File: src/rtl/col_drain_pkg.sv
// Shared types and width helpers for the column drain scheduler.
package col_drain_pkg;

  typedef enum logic [1:0] {
    IDLE  = 2'd0,
    RUN   = 2'd1,
    FLUSH = 2'd2
  } state_e;

  // Counter width that stays at least one bit even for a single entry.
  function automatic int max1_clog2(input int n);
    int w;
    w = $clog2(n);
    max1_clog2 = (w < 1) ? 1 : w;
  endfunction

endpackage

File: src/rtl/drain_data_mux.sv
// Registers each issued read and steers the returning column word to the final FIFO.
module drain_data_mux
  import col_drain_pkg::*;
#(
  parameter int COL = 3,
  parameter int DW  = 9,
  localparam int COL_W = max1_clog2(COL)
) (
  input  logic              i_clk,
  input  logic              i_rst_n,
  input  logic              i_issue,
  input  logic [COL_W-1:0]  i_col,
  input  logic [DW*COL-1:0] i_data,
  output logic [DW-1:0]     o_data,
  output logic              o_wren
);

  logic             rd_vld_d, rd_vld_q;
  logic [COL_W-1:0] rd_col_d, rd_col_q;

  // Next values of the in-flight read tracker.
  always_comb begin
    rd_vld_d = i_issue;
    rd_col_d = i_issue ? i_col : rd_col_q;
  end

  // In-flight read tracker; reset drops any pending write.
  always_ff @(posedge i_clk) begin
    if (!i_rst_n) begin
      rd_vld_q <= 1'b0;
      rd_col_q <= '0;
    end else begin
      rd_vld_q <= rd_vld_d;
      rd_col_q <= rd_col_d;
    end
  end

  // AND-OR select of the column word that arrives one cycle after its read.
  always_comb begin
    o_data = '0;
    for (int c = 0; c < COL; c++) begin
      o_data = o_data | ({DW{rd_col_q == COL_W'(c)}} & i_data[DW*c +: DW]);
    end
  end

  assign o_wren = rd_vld_q;

endmodule

File: src/rtl/col_drain_scheduler.sv
// Drains ROWS words from each of COL column FIFOs, row-major, into one result FIFO.
module col_drain_scheduler
  import col_drain_pkg::*;
#(
  parameter int COL  = 3,
  parameter int ROWS = 3,
  parameter int DW   = 9
) (
  input  logic              i_clk,
  input  logic              i_rst_n,
  input  logic              i_start,
  input  logic [COL-1:0]    i_fifo_empty,
  input  logic [DW*COL-1:0] i_data,
  input  logic              i_out_afull,
  output logic [COL-1:0]    o_read_enable,
  output logic [DW-1:0]     o_data,
  output logic              o_wren,
  output logic              o_busy,
  output logic              o_done
);

  localparam int COL_W = max1_clog2(COL);
  localparam int ROW_W = max1_clog2(ROWS);

  state_e           state_q, state_d;
  logic [COL_W-1:0] col_q, col_d;
  logic [ROW_W-1:0] row_q, row_d;
  logic             src_empty_s;
  logic             issue_s;
  logic             last_col_s;
  logic             last_row_s;

  // Issue qualification for the current column; one afull slot covers the single in-flight write.
  always_comb begin
    src_empty_s = 1'b0;
    for (int c = 0; c < COL; c++) begin
      src_empty_s = src_empty_s | ((col_q == COL_W'(c)) & i_fifo_empty[c]);
    end
    issue_s    = (state_q == RUN) & ~src_empty_s & ~i_out_afull;
    last_col_s = (col_q == COL_W'(COL - 1));
    last_row_s = (row_q == ROW_W'(ROWS - 1));
  end

  // State and position counters.
  always_ff @(posedge i_clk) begin
    if (!i_rst_n) begin
      state_q <= IDLE;
      col_q   <= '0;
      row_q   <= '0;
    end else begin
      state_q <= state_d;
      col_q   <= col_d;
      row_q   <= row_d;
    end
  end

  // Next state; stalls hold position so no column is ever skipped or re-read.
  always_comb begin
    state_d = state_q;
    col_d   = col_q;
    row_d   = row_q;
    case (state_q)
      IDLE: begin
        col_d = '0;
        row_d = '0;
        if (i_start) begin
          state_d = RUN;
        end else begin
          state_d = IDLE;
        end
      end
      RUN: begin
        if (issue_s) begin
          if (last_col_s) begin
            col_d = '0;
            if (last_row_s) begin
              row_d   = '0;
              state_d = FLUSH;
            end else begin
              row_d = row_q + ROW_W'(1);
            end
          end else begin
            col_d = col_q + COL_W'(1);
          end
        end else begin
          state_d = RUN;
        end
      end
      FLUSH: begin
        state_d = IDLE;
      end
      default: begin
        state_d = IDLE;
        col_d   = '0;
        row_d   = '0;
      end
    endcase
  end

  // Output decode.
  always_comb begin
    o_read_enable = '0;
    for (int c = 0; c < COL; c++) begin
      o_read_enable[c] = issue_s & (col_q == COL_W'(c));
    end
    o_busy = (state_q != IDLE);
    o_done = (state_q == FLUSH);
  end

  drain_data_mux #(
    .COL (COL),
    .DW  (DW)
  ) u_data_mux (
    .i_clk   (i_clk),
    .i_rst_n (i_rst_n),
    .i_issue (issue_s),
    .i_col   (col_q),
    .i_data  (i_data),
    .o_data  (o_data),
    .o_wren  (o_wren)
  );

endmodule

File: config.mk
export PLATFORM = sky130hd
export DESIGN_NAME = col_drain_scheduler
export DESIGN_NICKNAME = d
export VERILOG_FILES = /design/src/rtl/col_drain_pkg.sv /design/src/rtl/drain_data_mux.sv /design/src/rtl/col_drain_scheduler.sv
export SDC_FILE = /design/constraint.sdc
export NUM_CORES = 1
export LEC_CHECK = 0
export BUFFER_PORTS_ARGS = -buffer_cell sky130_fd_sc_hd__buf_2
export CORE_ASPECT_RATIO = 0.9
export CORE_MARGIN = 8
export CORE_UTILIZATION = 25
export CTS_CLUSTER_DIAMETER = 150
export DETAILED_ROUTE_END_ITERATION = 7
export MAX_ROUTING_LAYER = met4
export PLACE_DENSITY = 0.58
export SLEW_MARGIN = 20
export SYNTH_ARGS = -nofsm -noshare
export SYNTH_HDL_FRONTEND = slang
export SYNTH_HIERARCHICAL = 1
export SYNTH_SLANG_ARGS = --single-unit
export TNS_END_PERCENT = 30
File: constraint.sdc
create_clock -name i_clk -period 1.8 [get_ports i_clk]
set_clock_uncertainty 0.05 [all_clocks]
set_input_delay 0.18 -clock i_clk [delete_from_list [all_inputs] [get_ports i_clk]]
set_output_delay 0.18 -clock i_clk [all_outputs]
set_load 0.01 [all_outputs]
==> results.toml <==
[run_status]
outcome = "finished, violations left"
violations = "negative setup slack"

[yosys]
postSynthAreaPerCell_um2 = 9.20
yosysSeqAreaShare_pct = 26.8
yosys.cell_count.top_type = "mux2i_1"
ys_ff_latch = 9
syn_area_um2 = 672
async_flop_share_pct = 0
yosys.area.top_type_share_pct = 26.8
yosys_warnings = 6
synth.distinct_cells = 30
synthTopCellsByArea = "dfxtp_1 (27%), mux2i_1 (21%), o2bb2ai_1 (12%)"
ys_top_cells_by_count = "mux2i_1 (14), dfxtp_1 (9), o2bb2ai_1 (9)"
synth_ff_type = "dfxtp_1"
netlist_instances = 73
yosysTopAreaCell = "dfxtp_1"
synth_nets = 107
synth_edf_count = 0

[sta]
fin_ws_ns = -0.0160
rsz0062_at_grt = "yes"
tightest_slew_ns = 0.565
setup_viol_count_final = 1
min_period_ns = 1.82
fin_crit_sh_pct = 101
fmax_mhz = 551
slew_viol_final = 0
relSlewSlack_pct = 62.3
holdWs_ns = 0.153
hold_viol = 0

[power]
pwr-share-clk_pct = 34.3
p_comb_share_pct = 22.4
switching_share_pct = 27.5
fin_total_pwr_uw = 473
seq_power_share_pct = 43.2
internal_power_uw = 343
power.leakage_uw = 0.000417
p_per_area_nw_per_um2 = 478
irDropWorstVdd_mv = 0.296
p_switching_uw = 130

[final_layout]
layout-drive-gt1-share_pct = 50.4
finish.utilization_pct = 37.2
multi_input_area_um2 = 472
syn_to_final_growth_pct = 47.3
antenna_cells = 0
fin_area_um2 = 990
fill_cells = 278
nets = 160
final-instance-count-excl-fill = 155
ff_latch_area_um2 = 180

[floorplanning]
num_rows = 18
dieWidth_um = 70.6
die_area_um2 = 4600
core_area_um2 = 2660
start_util_pct = 25.3
fp.dieH_um = 65.2
ioPinCount = 49

[clock_network]
clock_sinks = 9
clock_latency_ns = 0.27
cts_setup_buffers = 0
root_buffer = "clkbuf_4"
cts_htree_levels = 1
cts_tree = "done"
clk_pin_slew_ns = 0.07
cts_inserted_buffers = 3
cts_hold_buf = 0
cts_resized = 0
max-clock-path-buffers = 2

[worst_setup_path]
critPathLaunchType = "flip-flop"
worst-r2r-setup-slack_ns = 0.19
worstSetupPathType = "flip-flop to output pin"
endpoint_kind = "output pin"
arrival_ns = 1.59
required_ns = 1.57
worstPathMaxFanout = 5

[global_route]
grt_pass1_wl_mm = 3.62
grt_max_degree = 11
overflow = 0
antenna_found_initial = 0
grt_pass1_vias = 822
grt_usage_pct = 10.1

[placement]
hpwl_mm = 1.86
place_area_um2 = 951
io_buffers = 48
dp_cells = 151
routabilityCongestion = 0.841

[route]
drc = 0
initialDrtViolationCount = 18
via_per_inst = 5.09
wl_per_cell_um = 14.7
ant_nets = 0
vias = 789
routed_wl_mm = 2.28
drt-pass1-iter-count = 4

[worst_hold_path]
hold_path.class = "input port to flip-flop"

[job]
drv_cap = 0
## layout by cell type, fill, tap and decap left out, types with 2 or more instances in the layout
| master | instances |
|---|---|
| clkbuf_4 | 3 |
| o2bb2ai_1 | 9 |
| nor2b_1 | 4 |
| nor3_4 | 2 |
| buf_2 | 48 |
| o21ai_1 | 3 |
| inv_1 | 3 |
| nor2_1 | 3 |
| mux2i_1 | 14 |
| dfxtp_1 | 9 |
| or2_2 | 2 |
| nand2_1 | 3 |
| buf_4 | 3 |
## sequential cells by signal (all words and copies together), names as in the netlist
name	cells
row_q	2
u_data_mux/o_wren	1
col_q	2
state_q	2
u_data_mux/rd_col_q	2
## cell families after synthesis
logic type | share of synthesized area [%]
and+or+nand+nor | 23.1
AOI/OAI and AO/OA | 24.4
muxes | 20.9
DFF | 26.8
buffers and inverters | 4.84
## worst paths after layout
check / endpoint / from / cells after the start
max: o_read_enable[2] / col_q[0] / 4
max reg2reg: u_data_mux/rd_col_q[1] / state_q[1] / 6
min reg2reg: row_q[1] / row_q[1] / 2
min: state_q[0] / i_start / 3
## through the flow
| stage | TNS (ns) | worst slack, ns |
|---|---|---|
| 2_1_floorplan | 0 | 0.323 |
| 3_3_place_gp | 0 | 0.296 |
| 3_5_place_dp | 0 | 0.237 |
| 4_1_cts | 0 | 0.0527 |
| 5_1_grt | -0.00809 | -0.00809 |
| 6_report | -0.0160 | -0.0160 |
## power groups by stage
stage | Clock [µW] | Sequential [µW] | Combinational (µW)
6_report | 162 | 205 | 106
5_1_grt | 185 | 205 | 117
4_1_cts | 166 | 204 | 104
3_5_place_dp | 0 | 209 | 103
3_3_place_gp | 0 | 209 | 101
2_1_floorplan | 0 | 210 | 41.6
## worst max-delay path: stages, from the launching register on
cell,delay (ns)
dfxtp_1,0.31
buf_4,0.16
or2b_1,0.28
nor4_1,0.34
buf_2,0.21
## layer usage
layer	wire, µm	vias up	share of wire, %	track usage, %
li1	-	379	-	-
met1	882	336	39	8.41
met2	916	63	40	16.3
met3	432	11	19	7.90
met4	46	0	2.0	4.66
met5	0	-	0	-
## area by class of cell
| cell class | count | area share (%) |
|---|---|---|
| inverter | 3 | 1.14 |
| timing repair buffer | 51 | 26.5 |
| clock buffer | 4 | 2.65 |
| multi-input combinational | 58 | 47.7 |
| sequential | 9 | 18.2 |
| tap | 30 | 3.79 |
Power figures use the tool's default switching activity.
